**config.mk**
```make
export PLATFORM = sky130hd
export DESIGN_NAME = fifo_wr_arbiter
export DESIGN_NICKNAME = d
export VERILOG_FILES = /design/src/rtl/fifo_wr_arbiter.sv
export SDC_FILE = /design/constraint.sdc
export NUM_CORES = 1
export LEC_CHECK = 0
export BUFFER_PORTS_ARGS = -buffer_cell sky130_fd_sc_hd__buf_2
export CAP_MARGIN = 30
export CORE_UTILIZATION = 47
export CTS_CLUSTER_SIZE = 20
export DETAILED_ROUTE_END_ITERATION = 8
export PLACE_DENSITY = 0.86
export SLEW_MARGIN = 20
export SYNTH_ARGS = -nofsm -noshare
export SYNTH_HDL_FRONTEND = slang
export SYNTH_SLANG_ARGS = --single-unit
```
**constraint.sdc**
```tcl
create_clock -name clk -period 2.5 [get_ports clk]
set_input_delay 0.5 -clock clk [delete_from_list [all_inputs] [get_ports clk]]
set_output_delay 0.5 -clock clk [all_outputs]
set_load 0.1 [all_outputs]
```
**src/rtl/fifo_wr_arbiter.sv**
```systemverilog
// fifo_wr_arbiter: round-robin arbiter sharing one FIFO write port among NUM_REQ producers.
// Optional statistics outputs are enabled by defining FIFO_ARB_STATS_EN.
module fifo_wr_arbiter #(
    parameter int NUM_REQ    = 4,
    parameter int FIFO_WIDTH = 16
) (
    input  logic                          clk,
    input  logic                          rst_n,
    input  logic [NUM_REQ-1:0]            req_i,
    input  logic [NUM_REQ*FIFO_WIDTH-1:0] req_data_i,
    output logic [NUM_REQ-1:0]            grant_o,
    output logic                          fifo_wr_en_o,
    output logic [FIFO_WIDTH-1:0]         fifo_data_in_o,
    input  logic                          fifo_full_i,
    input  logic                          fifo_almostfull_i,
    input  logic                          fifo_wr_ack_i,
    input  logic                          fifo_overflow_i,
`ifdef FIFO_ARB_STATS_EN
    output logic [15:0]                   wr_count_o,
    output logic [15:0]                   stall_count_o,
`endif
    output logic                          ack_err_o
);

    localparam int PW = (NUM_REQ > 1) ? $clog2(NUM_REQ) : 1;

    typedef enum logic [1:0] {
        IDLE    = 2'd0,
        WRITE   = 2'd1,
        BACKOFF = 2'd2
    } state_t;

    state_t                  state_q, state_d;
    logic [NUM_REQ-1:0]      grant_q, grant_d;
    logic                    wr_en_q, wr_en_d;
    logic [FIFO_WIDTH-1:0]   data_q, data_d;
    logic [PW-1:0]           ptr_q, ptr_d;
    logic                    ack_pend_q;
    logic                    ack_err_q, ack_err_d;

    logic [NUM_REQ-1:0]      elig;
    logic                    space_ok;
    logic                    win_found;
    logic [PW-1:0]           win_idx;
    logic [PW-1:0]           cand;

    // A producer granted last edge is still updating its request, so mask it.
    assign elig = req_i & ~grant_q;

    // WRITE means a write is in flight and will take the last slot if almost full.
    assign space_ok = !fifo_full_i &&
                      !((state_q == WRITE) && fifo_almostfull_i);

    // Search eligible producers starting at the priority pointer, wrapping.
    always_comb begin
        win_found = 1'b0;
        win_idx   = '0;
        cand      = '0;
        for (int k = 0; k < NUM_REQ; k++) begin
            cand = PW'((32'(ptr_q) + 32'(k)) % 32'(NUM_REQ));
            if (!win_found && elig[cand]) begin
                win_found = 1'b1;
                win_idx   = cand;
            end
        end
    end

    // Next-state and next-output decision for the arbitration FSM.
    always_comb begin
        state_d = IDLE;
        grant_d = '0;
        wr_en_d = 1'b0;
        data_d  = data_q;
        ptr_d   = ptr_q;
        if (win_found && space_ok) begin
            state_d          = WRITE;
            wr_en_d          = 1'b1;
            grant_d[win_idx] = 1'b1;
            data_d  = req_data_i[32'(win_idx)*FIFO_WIDTH +: FIFO_WIDTH];
            ptr_d   = (win_idx == PW'(NUM_REQ-1)) ? '0 : win_idx + 1'b1;
        end else if (win_found) begin
            state_d = BACKOFF;
        end
    end

    // A pending write must see exactly one ack; any overflow is an error.
    assign ack_err_d = ack_err_q | (ack_pend_q ^ fifo_wr_ack_i) |
                       fifo_overflow_i;

    // Arbitration FSM with registered FIFO-side outputs.
    always_ff @(posedge clk or negedge rst_n) begin
        if (!rst_n) begin
            state_q    <= IDLE;
            grant_q    <= '0;
            wr_en_q    <= 1'b0;
            data_q     <= '0;
            ptr_q      <= '0;
            ack_pend_q <= 1'b0;
            ack_err_q  <= 1'b0;
        end else begin
            state_q    <= state_d;
            grant_q    <= grant_d;
            wr_en_q    <= wr_en_d;
            data_q     <= data_d;
            ptr_q      <= ptr_d;
            ack_pend_q <= (state_q == WRITE);
            ack_err_q  <= ack_err_d;
        end
    end

    assign grant_o        = grant_q;
    assign fifo_wr_en_o   = wr_en_q;
    assign fifo_data_in_o = data_q;
    assign ack_err_o      = ack_err_q;

`ifdef FIFO_ARB_STATS_EN
    logic [15:0] wr_count_q;
    logic [15:0] stall_count_q;

    // Count acknowledged writes and cycles stalled on FIFO space.
    always_ff @(posedge clk or negedge rst_n) begin
        if (!rst_n) begin
            wr_count_q    <= '0;
            stall_count_q <= '0;
        end else begin
            if (fifo_wr_ack_i)
                wr_count_q <= wr_count_q + 16'd1;
            if (state_q == BACKOFF)
                stall_count_q <= stall_count_q + 16'd1;
        end
    end

    assign wr_count_o    = wr_count_q;
    assign stall_count_o = stall_count_q;
`endif

endmodule

```
==> results of run 1 <==
==> state kept, by name (all words and copies together) (netlist names) <==
| name | cells |
|---|---|
| grant_o | 4 |
| ack_pend_q | 1 |
| fifo_data_in_o | 16 |
| ptr_q | 2 |
| state_q | 2 |
| ack_err_o | 1 |
==> cell usage after synthesis <==
master                      instances
sky130_fd_sc_hd__clkbuf_1           2
sky130_fd_sc_hd__mux2i_1           32
sky130_fd_sc_hd__dfrtp_1           26
sky130_fd_sc_hd__a21oi_1            3
sky130_fd_sc_hd__o21ai_0            1
sky130_fd_sc_hd__buf_8              2
sky130_fd_sc_hd__o2bb2ai_1          1
sky130_fd_sc_hd__or3b_1             1
sky130_fd_sc_hd__o221ai_2          10
sky130_fd_sc_hd__or3_1              1
sky130_fd_sc_hd__nand2_2            1
sky130_fd_sc_hd__inv_1              1
sky130_fd_sc_hd__or2b_1             2
sky130_fd_sc_hd__and2b_4            1
sky130_fd_sc_hd__a211oi_2           1
sky130_fd_sc_hd__ha_1               1
sky130_fd_sc_hd__and2_1             1
sky130_fd_sc_hd__nor2b_1            3
sky130_fd_sc_hd__nor2_1             3
sky130_fd_sc_hd__nand2_1           22
sky130_fd_sc_hd__o221ai_1           6
sky130_fd_sc_hd__nor3b_1            1
sky130_fd_sc_hd__nor3_1             2
sky130_fd_sc_hd__nor4b_2            1
sky130_fd_sc_hd__o22a_1             1
sky130_fd_sc_hd__nand2b_4           1
sky130_fd_sc_hd__inv_2              1
sky130_fd_sc_hd__xor2_1             1
sky130_fd_sc_hd__and3b_1            1
sky130_fd_sc_hd__nand2b_1           2
sky130_fd_sc_hd__buf_6              2
sky130_fd_sc_hd__buf_12             3
==> power breakdown <==
part	switching, uW	internal [uW]	leakage [uW]	total, uW
Clock	120	89.0	0.0000210	209
Combinational	1550	510	0.000754	2050
Sequential	96.0	580	0.000321	676
Total	1760	1180	0.00110	2940
==> stage by stage <==
step | std cells | utilization | hold slack, ns | instance area (um^2) | total power (uW)
2_1_floorplan | 137 | - | 0.204 | 1610 | 2520
3_3_place_gp | 269 | 0.648 | 0.399 | 2040 | 2720
3_5_place_dp | 269 | 0.648 | 0.416 | 2040 | 2750
4_1_cts | 273 | 0.660 | 0.171 | 2080 | 2960
5_1_grt | 273 | 0.660 | 0.190 | 2080 | 3080
6_report | 273 | 0.660 | 0.150 | 2080 | 2940
==> final timing paths <==
path	cells after the start	slack [ns]	endpoint	startpoint
min in group clk	2	0.37	ack_err_o	fifo_overflow_i
worst max register to register	5	0.56	fifo_data_in_o[9]	grant_o[1]
worst max-delay path	5	0.56	fifo_data_in_o[9]	grant_o[1]
worst min-delay path	1	0.15	grant_o[1]	rst_n
max in group asynchronous	1	1.97	fifo_data_in_o[4]	rst_n
worst min register to register	1	0.43	ack_pend_q	state_q[1]
==> layout make-up <==
type,instances,share of cell area
sequential,26,0.313
multi-input combinational,100,0.398
tap,44,0.0265
clock buffer,4,0.0174
timing repair buffer,97,0.242
inverter,2,0.00361
==> per-layer routing <==
metal,wire (um),share of wire
met5,0,0
met4,32,0.0093
met3,203,0.059
met2,1800,0.52
met1,1400,0.41
==> worst reg2reg max path, cell delays in order, from the launching register on <==
cell	delay, ns
sky130_fd_sc_hd__dfrtp_1	0.39
sky130_fd_sc_hd__and2b_4	0.27
sky130_fd_sc_hd__a21oi_1	0.05
sky130_fd_sc_hd__a211oi_2	0.45
sky130_fd_sc_hd__nand2_2	0.39
sky130_fd_sc_hd__o221ai_1	0.31
==> cells by family (layout without fill, tap and decap cells) <==
logic type               count (synthesis)  count (layout)
AO/OA/AOI/OAI                           23              23
flip-flops                              26              26
XOR/XNOR                                 1               1
adder cells (fa/ha/maj)                  1               1
AND/OR/NAND/NOR                         43              43
multiplexers                            32              32
buffers and inverters                   11             103
==> tab_implementation.tex, run 1 <==
\begin{tabular}{lr}
\hline
Metric & Value \\
\hline
\multicolumn{2}{l}{\textbf{STA}} \\
\quad Final-report max-slew violation count & 0 \\
\quad Setup TNS & 0 ns \\
\quad Post-route setup slack & 0.560 ns \\
\quad Number of endpoints failing setup at the final stage & 0 \\
\quad Relative slew margins & 0.622 \\
\quad Clock skew & 0.00381 ns \\
\quad Final period util & 0.776 \\
\quad Fin crit period & 1.94 ns \\
\quad Count of endpoints failing hold in the final timing report & 0 \\
\quad Setup repair after global routing missed its margin & no \\
\quad Worst-Margin Slew & 0.568 ns \\
\quad Highest clock frequency the design can meet & 515 MHz \\
\multicolumn{2}{l}{\textbf{Layout}} \\
\quad Highest-count cells in the layout ignoring fill and taps & sky130\_fd\_sc\_hd\_\_buf\_2 (95), sky130\_fd\_sc\_hd\_\_mux2i\_1 (32), sky130\_fd\_sc\_hd\_\_dfrtp\_1 (26) \\
\quad Ant. Diodes & 0 \\
\quad Area of the multi-input gates & 828 um\^{}2 \\
\quad Layout cells sized above 1 & 0.515 \\
\quad Most frequent standard cell in the layout excluding fill and tap cells & sky130\_fd\_sc\_hd\_\_buf\_2 \\
\quad Relative area change from synthesis to final layout & 29.6\% \\
\quad Number of fill cells & 267 \\
\quad Nets@finish & 305 \\
\quad Seq. cell area & 651 um\^{}2 \\
\multicolumn{2}{l}{\textbf{Routing}} \\
\quad Antenna-violating nets left & 0 \\
\quad Total routed wirelength & 3440 um \\
\quad Wire length per cell & 12.6 um \\
\quad DRC & 0 \\
\quad Number of detailed-route iterations in the first pass & 4 \\
\quad Initial drt markers & 28 \\
\quad Vias after detailed routing & 1,386 \\
\quad Vias per std cell & 5.08 \\
\multicolumn{2}{l}{\textbf{Die}} \\
\quad Starting Density & 0.509 \\
\quad Standard cell core area & 0.00315 mm\^{}2 \\
\quad Full die area & 0.00365 mm\^{}2 \\
\quad Floorplan die width & 60.4 um \\
\quad Num ports & 96 \\
\quad Row cnt & 20 \\
\quad Vertical die dimension & 60.4 um \\
\multicolumn{2}{l}{\textbf{Global route}} \\
\quad Initial antenna violation count & 0 \\
\quad Largest net degree at the start of global routing & 37 \\
\quad Global-route met1 utilization & 0.212 \\
\quad Vias in the first global route & 1,304 \\
\quad Total Routing Usage GR & 0.197 \\
\quad Routing layer with the top usage in global route & met2 \\
\quad First-pass GRT wire length & 5380 um \\
\quad Met3 Usage GRT & 0.0554 \\
\quad Met2 routing resource usage after global routing & 0.378 \\
\quad Gr ovfl total & 0 \\
\multicolumn{2}{l}{\textbf{Worst setup path}} \\
\quad Capturing element type of the critical path & flop \\
\quad CP startpoint kind & flop \\
\quad WP data required & 2.73 ns \\
\quad Crit-path leading delay family & compound AO/OA/AOI/OAI gates \\
\quad WP buf/inv & 0 \\
\quad Critical path's largest stage delay & 0.45 ns \\
\quad Maximum fanout along the worst path & 16 \\
\quad Crit path kind & flop to flop \\
\quad Worst-path cell chain & and2b\_4 > a21oi\_1 > a211oi\_2 > nand2\_2 > o221ai\_1 \\
\quad CP max-delay cell & sky130\_fd\_sc\_hd\_\_a211oi\_2 \\
\quad Arr. time, crit path & 2.17 ns \\
\multicolumn{2}{l}{\textbf{Synthesis}} \\
\quad Syn Std Cell Area & 0.00161 mm\^{}2 \\
\quad Flop and latch count out of synthesis & 26 \\
\quad Synth top area share & 0.405 \\
\quad Mapped Cells & 137 \\
\quad Total nets after synthesis & 212 \\
\quad Post-synthesis compound-gate area fraction & 0.157 \\
\quad Area share of and/or/nand/nor cells after synthesis & 0.145 \\
\quad Synthesized-area fraction occupied by adder cells & 0.00779 \\
\quad Library cells used by synthesis & 32 \\
\quad Portion of netlist area occupied by mux cells & 0.200 \\
\quad Cell accounting for the most synthesized area & sky130\_fd\_sc\_hd\_\_dfrtp\_1 \\
\quad Portion of the post-synthesis area used by sequential elements & 0.405 \\
\quad Combinational family with the most area after synthesis & multiplexers \\
\quad Mapped Avg Cell Area & 11.7 um\^{}2 \\
\quad Yosys warnings & 0 \\
\quad Top post-synthesis cells by area & sky130\_fd\_sc\_hd\_\_dfrtp\_1 (41\%), sky130\_fd\_sc\_hd\_\_mux2i\_1 (20\%), sky130\_fd\_sc\_hd\_\_o221ai\_2 (9.4\%) \\
\quad Post-synthesis share of cell area spent on xor and xnor gates & 0.00546 \\
\multicolumn{2}{l}{\textbf{Clocking}} \\
\quad Clk buf depth & 2 \\
\quad Skew-Pair Late Insertion Delay & 0.31 ns \\
\quad Clock input transition at the sequential cells of the worst setup and hold paths & 0.14 ns \\
\quad Root Buffer Master & sky130\_fd\_sc\_hd\_\_clkbuf\_4 \\
\quad Hold\_buf cts & 0 \\
\quad H-tree Lvls & 1 \\
\quad \# Post-CTS Setup Buffers & 0 \\
\quad TritonCTS clock tree & done \\
\quad PostCTS Resize Cnt & 0 \\
\quad Inserted Clock Buffers & 3 \\
\quad Clock tree sinks & 26 \\
\multicolumn{2}{l}{\textbf{Hold path}} \\
\quad Type of the tightest min-delay check & input port to asynchronous set/reset pin \\
\multicolumn{2}{l}{\textbf{Placed design}} \\
\quad Post-detail-place hpwl & 2640 um \\
\quad GPL Wtd Cong & 0.733 \\
\quad Worst slack, placed & 0.378 ns \\
\quad Port Buffers & 95 \\
\multicolumn{2}{l}{\textbf{Outcome}} \\
\quad Run status & finished, final reports clean \\
\multicolumn{2}{l}{\textbf{Power}} \\
\quad Leakage component of the power & 0.00110 uW \\
\quad Maximum vdd ir drop & 0.000966 V \\
\quad PD cells & 1410 mW/mm\^{}2 \\
\multicolumn{2}{l}{\textbf{Flow run}} \\
\quad Max-cap check violation count & 0 \\
\hline
\end{tabular}
Note: power is estimated with default switching activity, not from simulation.
==> run 2: changes to the inputs <==
Settings changed: ABC_AREA set to 1, CORE_UTILIZATION 47 to 40, PLACE_DENSITY 0.86 to 0.76.
Clock period 2.5 ns to 1.57 ns, I/O delays scaled along.
==> tab_implementation.tex, run 2 <==
\begin{tabular}{lr}
\hline
Metric & Value \\
\hline
\multicolumn{2}{l}{\textbf{Flow run}} \\
\quad Max-cap check violation count & 0 (unchanged) \\
\multicolumn{2}{l}{\textbf{STA}} \\
\quad Final-report max-slew violation count & 0 (unchanged) \\
\quad Relative slew margins & 0.604 (-0.0180) \\
\quad Count of endpoints failing hold in the final timing report & 0 (unchanged) \\
\quad Clock skew & 0.00144 ns (-0.00237 ns) \\
\quad Fin crit period & 1.92 ns (-0.0166 ns) \\
\quad Final period util & 1.23 (+0.449) \\
\quad Worst slack on hold paths & 0.0221 ns (-0.128 ns) \\
\quad Post-route setup slack & -0.354 ns (-0.913 ns) \\
\quad Worst-Margin Slew & 0.595 ns (+0.0270 ns) \\
\quad Setup repair after global routing missed its margin & yes \\
\quad Highest clock frequency the design can meet & 520 MHz (+0.86\%) \\
\quad Number of endpoints failing setup at the final stage & 24 (+24) \\
\multicolumn{2}{l}{\textbf{Synthesis}} \\
\quad Flop and latch count out of synthesis & 26 (unchanged) \\
\quad Most instantiated library cell after synthesis & sky130\_fd\_sc\_hd\_\_nand3\_1 \\
\quad Area share of and/or/nand/nor cells after synthesis & 0.497 (+0.352) \\
\quad Mapped Cells & 263 (+92\%) \\
\quad Synthesized-area fraction occupied by adder cells & 0.00708 (-0.000717) \\
\quad Top post-synthesis cells by area & sky130\_fd\_sc\_hd\_\_dfrtp\_1 (37\%), sky130\_fd\_sc\_hd\_\_nand3\_1 (26\%), sky130\_fd\_sc\_hd\_\_nand2\_1 (19\%) \\
\quad Library cells used by synthesis & 21 (-34\%) \\
\quad Combinational family with the most area after synthesis & simple AND/OR/NAND/NOR gates \\
\quad Portion of netlist area occupied by mux cells & 0 (-0.200) \\
\quad Post-synthesis compound-gate area fraction & 0.0255 (-0.132) \\
\quad Yosys warnings & 0 (unchanged) \\
\quad Cell accounting for the most synthesized area & sky130\_fd\_sc\_hd\_\_dfrtp\_1 \\
\quad Syn Std Cell Area & 0.00177 mm\^{}2 (+10\%) \\
\quad Number of flops mapped to enable cells by yosys & 0 (unchanged) \\
\quad Synth top area share & 0.368 (-0.0373) \\
\quad Portion of the post-synthesis area used by sequential elements & 0.368 (-0.0373) \\
\quad Asr flop ratio synth & 1.00 (unchanged) \\
\quad Total nets after synthesis & 338 (+59\%) \\
\quad Mapped Avg Cell Area & 6.72 um\^{}2 (-43\%) \\
\quad Top FF cell, synth & sky130\_fd\_sc\_hd\_\_dfrtp\_1 \\
\quad Leading post-synthesis cells by instance count & sky130\_fd\_sc\_hd\_\_nand3\_1 (93), sky130\_fd\_sc\_hd\_\_nand2\_1 (88), sky130\_fd\_sc\_hd\_\_dfrtp\_1 (26) \\
\quad Post-synthesis share of cell area spent on xor and xnor gates & 0 (-0.00546) \\
\multicolumn{2}{l}{\textbf{Global route}} \\
\quad Global-route met1 utilization & 0.321 (+0.108) \\
\quad Met2 routing resource usage after global routing & 0.446 (+0.0677) \\
\quad Vias in the first global route & 2,023 (+55\%) \\
\quad Largest net degree at the start of global routing & 33 (-11\%) \\
\quad Met3 Usage GRT & 0.0300 (-0.0254) \\
\quad Routing layer with the top usage in global route & met2 \\
\quad Gr ovfl total & 0 (unchanged) \\
\quad Initial antenna violation count & 0 (unchanged) \\
\quad Total Routing Usage GR & 0.256 (+0.0597) \\
\quad First-pass GRT wire length & 9020 um (+68\%) \\
\multicolumn{2}{l}{\textbf{Layout}} \\
\quad Ant. Diodes & 0 (unchanged) \\
\quad Number of fill cells & 310 (+16\%) \\
\quad Area of the multi-input gates & 0.00118 mm\^{}2 (+42\%) \\
\quad Highest-count cells in the layout ignoring fill and taps & sky130\_fd\_sc\_hd\_\_buf\_2 (95), sky130\_fd\_sc\_hd\_\_nand3\_1 (78), sky130\_fd\_sc\_hd\_\_nand2\_1 (70) \\
\quad Flip-flop count of the largest register, all copies and words added & 16 (unchanged) \\
\quad Most frequent standard cell in the layout excluding fill and tap cells & sky130\_fd\_sc\_hd\_\_buf\_2 \\
\quad Final cell utilization of the core & 0.717 (+0.0573) \\
\quad Layout cells sized above 1 & 0.509 (-0.00610) \\
\quad Nets@finish & 457 (+50\%) \\
\quad Seq. cell area & 668 um\^{}2 (+2.7\%) \\
\quad Relative area change from synthesis to final layout & 66.9\% \\
\multicolumn{2}{l}{\textbf{Worst setup path}} \\
\quad Reg-to-reg endpoint & fifo\_data\_in\_o[15] \\
\quad CP startpoint kind & flop \\
\quad Worst-path cell chain & inv\_4 > buf\_12 > nand3\_4 > nand2\_4 > nand2\_2 > nand2\_1 > nand2\_2 > nand3\_4 > nand2\_8 > clkbuf\_16 > nand2\_1 > nand3\_1 > nand3\_1 > nand2\_1 \\
\quad Worst reg2reg setup slack & -0.35 ns (-0.91 ns) \\
\quad Crit path kind & flop to flop \\
\quad Most prevalent standard cell on the critical path & sky130\_fd\_sc\_hd\_\_nand2\_1 \\
\quad Arr. time, crit path & 2.11 ns (-0.06 ns) \\
\quad Critical path's largest stage delay & 0.47 ns (+0.02 ns) \\
\quad Capturing element type of the critical path & flop \\
\quad WP data required & 1.75 ns (-0.98 ns) \\
\quad Maximum fanout along the worst path & 7 (-9) \\
\quad End point of the critical path & fifo\_data\_in\_o[15] \\
\quad Startpoint of the lowest-slack register-to-register path & ptr\_q[0] \\
\quad CP max-delay cell & sky130\_fd\_sc\_hd\_\_dfrtp\_2 \\
\quad Setup crit start & ptr\_q[0] \\
\quad Logic depth of the worst register-to-register path & 14 (+9) \\
\multicolumn{2}{l}{\textbf{Clocking}} \\
\quad TritonCTS clock tree & done \\
\quad Clk buf depth & 2 (unchanged) \\
\quad Root Buffer Master & sky130\_fd\_sc\_hd\_\_clkbuf\_8 \\
\quad Clock tree sinks & 26 (unchanged) \\
\quad H-tree Lvls & 1 (unchanged) \\
\quad Hold\_buf cts & 0 (unchanged) \\
\quad Inserted Clock Buffers & 3 (unchanged) \\
\quad Skew-Pair Late Insertion Delay & 0.28 ns (-0.03 ns) \\
\quad Clock input transition at the sequential cells of the worst setup and hold paths & 0.10 ns (-0.04 ns) \\
\multicolumn{2}{l}{\textbf{Placed design}} \\
\quad Post-detail-place hpwl & 3940 um (+49\%) \\
\quad Port Buffers & 95 (unchanged) \\
\quad GPL Wtd Cong & 0.964 (+31\%) \\
\multicolumn{2}{l}{\textbf{Routing}} \\
\quad Wire length per cell & 15.1 um (+20\%) \\
\quad Vias per std cell & 5.38 (+5.9\%) \\
\quad Total routed wirelength & 6500 um (+89\%) \\
\quad DRC & 0 (unchanged) \\
\quad Initial drt markers & 169 (+500\%) \\
\quad Vias after detailed routing & 2,317 (+67\%) \\
\quad Number of detailed-route iterations in the first pass & 4 (unchanged) \\
\quad Antenna-violating nets left & 0 (unchanged) \\
\multicolumn{2}{l}{\textbf{Outcome}} \\
\quad Run status & finished, violations left \\
\quad Failing checks & setup timing \\
\multicolumn{2}{l}{\textbf{Die}} \\
\quad Vertical die dimension & 68.5 um (+13\%) \\
\quad Standard cell core area & 0.00412 mm\^{}2 (+31\%) \\
\quad Starting Density & 0.430 (-0.0795) \\
\quad Floorplan die width & 68.5 um (+13\%) \\
\quad Full die area & 0.00469 mm\^{}2 (+28\%) \\
\quad Row cnt & 23 (+15\%) \\
\quad Num ports & 96 (unchanged) \\
\multicolumn{2}{l}{\textbf{Hold path}} \\
\quad Type of the tightest min-delay check & input port to asynchronous set/reset pin \\
\hline
\end{tabular}
==> run 2: cell types whose count changed after synthesis, moves of 6 or more <==
cell,change
sky130_fd_sc_hd__nand3_1,+93
sky130_fd_sc_hd__nand2_1,+66
sky130_fd_sc_hd__o221ai_2,-10
sky130_fd_sc_hd__o221ai_1,-6
sky130_fd_sc_hd__mux2i_1,-32
sky130_fd_sc_hd__inv_1,+14
sky130_fd_sc_hd__buf_2,+8
==> run 2: timing repair <==
action,CTS,global route
pin swaps,7,21
hold endpoints to repair,0,0
setup buffers,7,5
setup endpoints to repair,23,24
resized for setup,20,35
gates cloned,1,4
==> run 2: kinds of logic after synthesis <==
| logic type | after synthesis |
|---|---|
| simple gates | 195 |
| buf+inv | 34 |
| flops | 26 |
| compound gates | 7 |
| fa+ha+maj | 1 |
==> run 2: layout make-up <==
| class | count | area share |
|---|---|---|
| Inverter | 18 | 0.0271 |
| Sequential cell | 26 | 0.226 |
| Timing Repair Buffer | 129 | 0.300 |
| Multi-Input combinational cell | 203 | 0.399 |
| Clock inverter | 1 | 0.0102 |
| Timing Repair inverter | 1 | 0.00212 |
| Clock buffer | 3 | 0.0140 |
| Tap cell | 50 | 0.0212 |
==> run 2: worst min path at each step <==
stage	start	end
2_1_floorplan	rst_n	ack_err_o
3_3_place_gp	rst_n	ack_err_o
3_5_place_dp	rst_n	ack_err_o
4_1_cts	rst_n	ack_err_o
5_1_grt	rst_n	ack_pend_q
6_report	rst_n	ack_err_o
==> run 2: metrics by stage <==
step	std cells	setup slack [ns]	cell area [um^2]	TNS, ns
floorplan	263	-0.322	1840	-4.01
global placement	410	-0.228	2440	-4.31
CTS	422	-0.249	2690	-4.25
global route	431	-0.521	2950	-10.09
finish	431	-0.354	2950	-7.11
detailed placement	410	-0.300	2440	-5.39
==> run 2: critical path, delay by kind of cell (launching register included) <==
family / cells / cell delay (ns)
buffers and inverters: 3 / 0.40
and+or+nand+nor: 11 / 0.96
DFF: 1 / 0.47
==> run 2: metal layers <==
metal / part of all wire / routed length [um] / up-vias
li1: - / - / 1107
met3: 0.067 / 434 / 22
met2: 0.53 / 3470 / 108
met4: 0.029 / 187 / 0
met5: 0 / 0 / -
met1: 0.37 / 2400 / 1080
Power of run 2 is not shown: default switching activity piles up to over one toggle a cycle in this logic, so the estimate is an artifact.
==> run 3: changes to the inputs <==
Settings changed: HOLD_SLACK_MARGIN set to 0.05, MAX_ROUTING_LAYER set to met4.
==> tab_implementation.tex, run 3 (synthesized netlist as in run 2, its figures left out) <==
\begin{tabular}{lr}
\hline
Metric & Value \\
\hline
\multicolumn{2}{l}{\textbf{Clocking}} \\
\quad Root Buffer Master & sky130\_fd\_sc\_hd\_\_clkbuf\_8 \\
\quad Skew-Pair Late Insertion Delay & 0.28 ns (about the same) \\
\quad Hold\_buf cts & 0 (unchanged) \\
\quad Clk buf depth & 2 (unchanged) \\
\quad Clock tree sinks & 26 (unchanged) \\
\quad H-tree Lvls & 1 (unchanged) \\
\quad Inserted Clock Buffers & 3 (unchanged) \\
\quad Clock input transition at the sequential cells of the worst setup and hold paths & 0.10 ns (about the same) \\
\quad TritonCTS clock tree & done \\
\multicolumn{2}{l}{\textbf{STA}} \\
\quad Clock skew & 0.00277 ns (+0.00133 ns) \\
\quad Final period util & 1.22 (about the same) \\
\quad Setup TNS & -7.06 ns (+0.0541 ns) \\
\quad Highest clock frequency the design can meet & 520 MHz (about the same) \\
\quad Worst-Margin Slew & 0.597 ns (+0.00231 ns) \\
\quad Final-report max-slew violation count & 0 (unchanged) \\
\quad Setup repair after global routing missed its margin & yes \\
\quad Post-route setup slack & -0.353 ns (+0.00102 ns) \\
\quad Number of endpoints failing setup at the final stage & 24 (unchanged) \\
\quad Worst slack on hold paths & 0.0228 ns (+0.000634 ns) \\
\quad Count of endpoints failing hold in the final timing report & 0 (unchanged) \\
\quad Fin crit period & 1.92 ns (-0.00102 ns) \\
\quad Relative slew margins & 0.602 (-0.00154) \\
\multicolumn{2}{l}{\textbf{Placed design}} \\
\quad Port Buffers & 95 (unchanged) \\
\quad GPL Wtd Cong & 0.982 (+1.8\%) \\
\quad Post-detail-place hpwl & 3940 um (unchanged) \\
\quad Placement-stage cell area & 0.00244 mm\^{}2 (unchanged) \\
\multicolumn{2}{l}{\textbf{Worst setup path}} \\
\quad CP startpoint kind & flop \\
\quad WP data required & 1.75 ns (about the same) \\
\quad Maximum fanout along the worst path & 7 (unchanged) \\
\quad Critical path's largest stage delay & 0.47 ns (about the same) \\
\quad Crit path kind & flop to flop \\
\quad Worst-path cell chain & inv\_4 > buf\_12 > nand3\_4 > nand2\_4 > nand2\_2 > nand2\_2 > nand3\_2 > nand2\_4 > nand2\_8 > clkbuf\_16 > nand2\_1 > nand3\_2 > nand3\_1 > nand2\_1 \\
\quad Worst reg2reg setup slack & -0.35 ns (about the same) \\
\quad WP buf/inv & 3 (unchanged) \\
\quad Arr. time, crit path & 2.10 ns (about the same) \\
\quad CP max-delay cell & sky130\_fd\_sc\_hd\_\_dfrtp\_2 \\
\quad Crit-path leading delay family & simple AND/OR/NAND/NOR gates \\
\quad Capturing element type of the critical path & flop \\
\multicolumn{2}{l}{\textbf{Die}} \\
\quad Num ports & 96 (unchanged) \\
\quad Row cnt & 23 (unchanged) \\
\quad Full die area & 0.00469 mm\^{}2 (unchanged) \\
\quad Standard cell core area & 0.00412 mm\^{}2 (unchanged) \\
\quad Floorplan die width & 68.5 um (unchanged) \\
\quad Vertical die dimension & 68.5 um (unchanged) \\
\quad Starting Density & 0.430 (unchanged) \\
\multicolumn{2}{l}{\textbf{Routing}} \\
\quad Wire length per cell & 15.1 um (+0.18\%) \\
\quad Initial drt markers & 186 (+10\%) \\
\quad Antenna-violating nets left & 0 (unchanged) \\
\quad Vias per std cell & 5.37 (-0.17\%) \\
\quad Vias after detailed routing & 2,313 (-0.17\%) \\
\quad Number of detailed-route iterations in the first pass & 4 (unchanged) \\
\quad DRC & 0 (unchanged) \\
\quad Total routed wirelength & 6510 um (+0.18\%) \\
\multicolumn{2}{l}{\textbf{Layout}} \\
\quad Flip-flop count of the largest register, all copies and words added & 16 (unchanged) \\
\quad Final cell utilization of the core & 0.717 (unchanged) \\
\quad Nets@finish & 457 (unchanged) \\
\quad Area of the multi-input gates & 0.00118 mm\^{}2 (unchanged) \\
\quad Ant. Diodes & 0 (unchanged) \\
\quad Number of fill cells & 310 (unchanged) \\
\quad Highest-count cells in the layout ignoring fill and taps & sky130\_fd\_sc\_hd\_\_buf\_2 (95), sky130\_fd\_sc\_hd\_\_nand3\_1 (78), sky130\_fd\_sc\_hd\_\_nand2\_1 (70) \\
\quad Most frequent standard cell in the layout excluding fill and tap cells & sky130\_fd\_sc\_hd\_\_buf\_2 \\
\quad Seq. cell area & 668 um\^{}2 (unchanged) \\
\quad Relative area change from synthesis to final layout & 66.9\% (unchanged) \\
\quad Total non-filler cell area in the finished layout & 0.00295 mm\^{}2 (unchanged) \\
\quad Layout cells sized above 1 & 0.509 (unchanged) \\
\multicolumn{2}{l}{\textbf{Outcome}} \\
\quad Run status & finished, violations left \\
\quad Failing checks & setup timing \\
\multicolumn{2}{l}{\textbf{Global route}} \\
\quad Initial antenna violation count & 0 (unchanged) \\
\quad Largest net degree at the start of global routing & 33 (unchanged) \\
\quad Gr ovfl total & 0 (unchanged) \\
\quad Vias in the first global route & 2,024 (+0.049\%) \\
\quad Total Routing Usage GR & 0.264 (+0.00775) \\
\quad First-pass GRT wire length & 9030 um (+0.16\%) \\
\multicolumn{2}{l}{\textbf{Flow run}} \\
\quad Max-cap check violation count & 0 (unchanged) \\
\multicolumn{2}{l}{\textbf{Hold path}} \\
\quad Type of the tightest min-delay check & input port to asynchronous set/reset pin \\
\hline
\end{tabular}
-- run 3: cell counts in the layout (fill, tap and decap cells not counted) --
Identical to the previous run, type by type.
-- run 3: per-layer routing --
metal | global-route usage | share of wire | up-vias
met1 | 0.325 | 0.37 | 1073
met2 | 0.445 | 0.53 | 116
met5 | - | 0 | -
met4 | 0.0964 | 0.028 | 0
li1 | - | - | 1103
met3 | 0.0267 | 0.073 | 21
-- run 3: stage by stage --
stage	instances	worst slack [ns]
after CTS	422	-0.249
after floorplan	263	-0.322
after global placement	410	-0.228
final	431	-0.353
after detailed placement	410	-0.300
after global routing	431	-0.515
-- run 3: timing repair --
action	in CTS	in global routing
pin swaps	7	21
buffers inserted	7	5
cloned	1	4
resized for setup	20	35
endpoints found under the setup margin	23	24
-- run 3: final timing paths --
check,from,endpoint,cells past startpoint
max in group asynchronous,rst_n,grant_o[3],1
setup / recovery,ptr_q[0],fifo_data_in_o[2],14
hold / removal,rst_n,ack_err_o,1
min in group clk,fifo_overflow_i,ack_err_o,3
setup reg to reg,ptr_q[0],fifo_data_in_o[2],14
hold reg to reg,state_q[1],ack_pend_q,1
-- run 3: cell type report --
cell class / instances / area share
well taps: 50 / 0.0212
clock inverters: 1 / 0.0102
flip-flops and latches: 26 / 0.226
repair inverters: 1 / 0.00212
clock buffers: 3 / 0.0140
multi-input cells: 203 / 0.399
inverters: 18 / 0.0271
repair buffers: 129 / 0.300
-- run 3: worst register-to-register path, delay by kind of cell, from the launching register on --
| kind | cells | cell delay [ns] |
|---|---|---|
| and+or+nand+nor | 11 | 0.94 |
| buffers and inverters | 3 | 0.41 |
| DFF | 1 | 0.47 |
Power of run 3 is left out for the same reason.
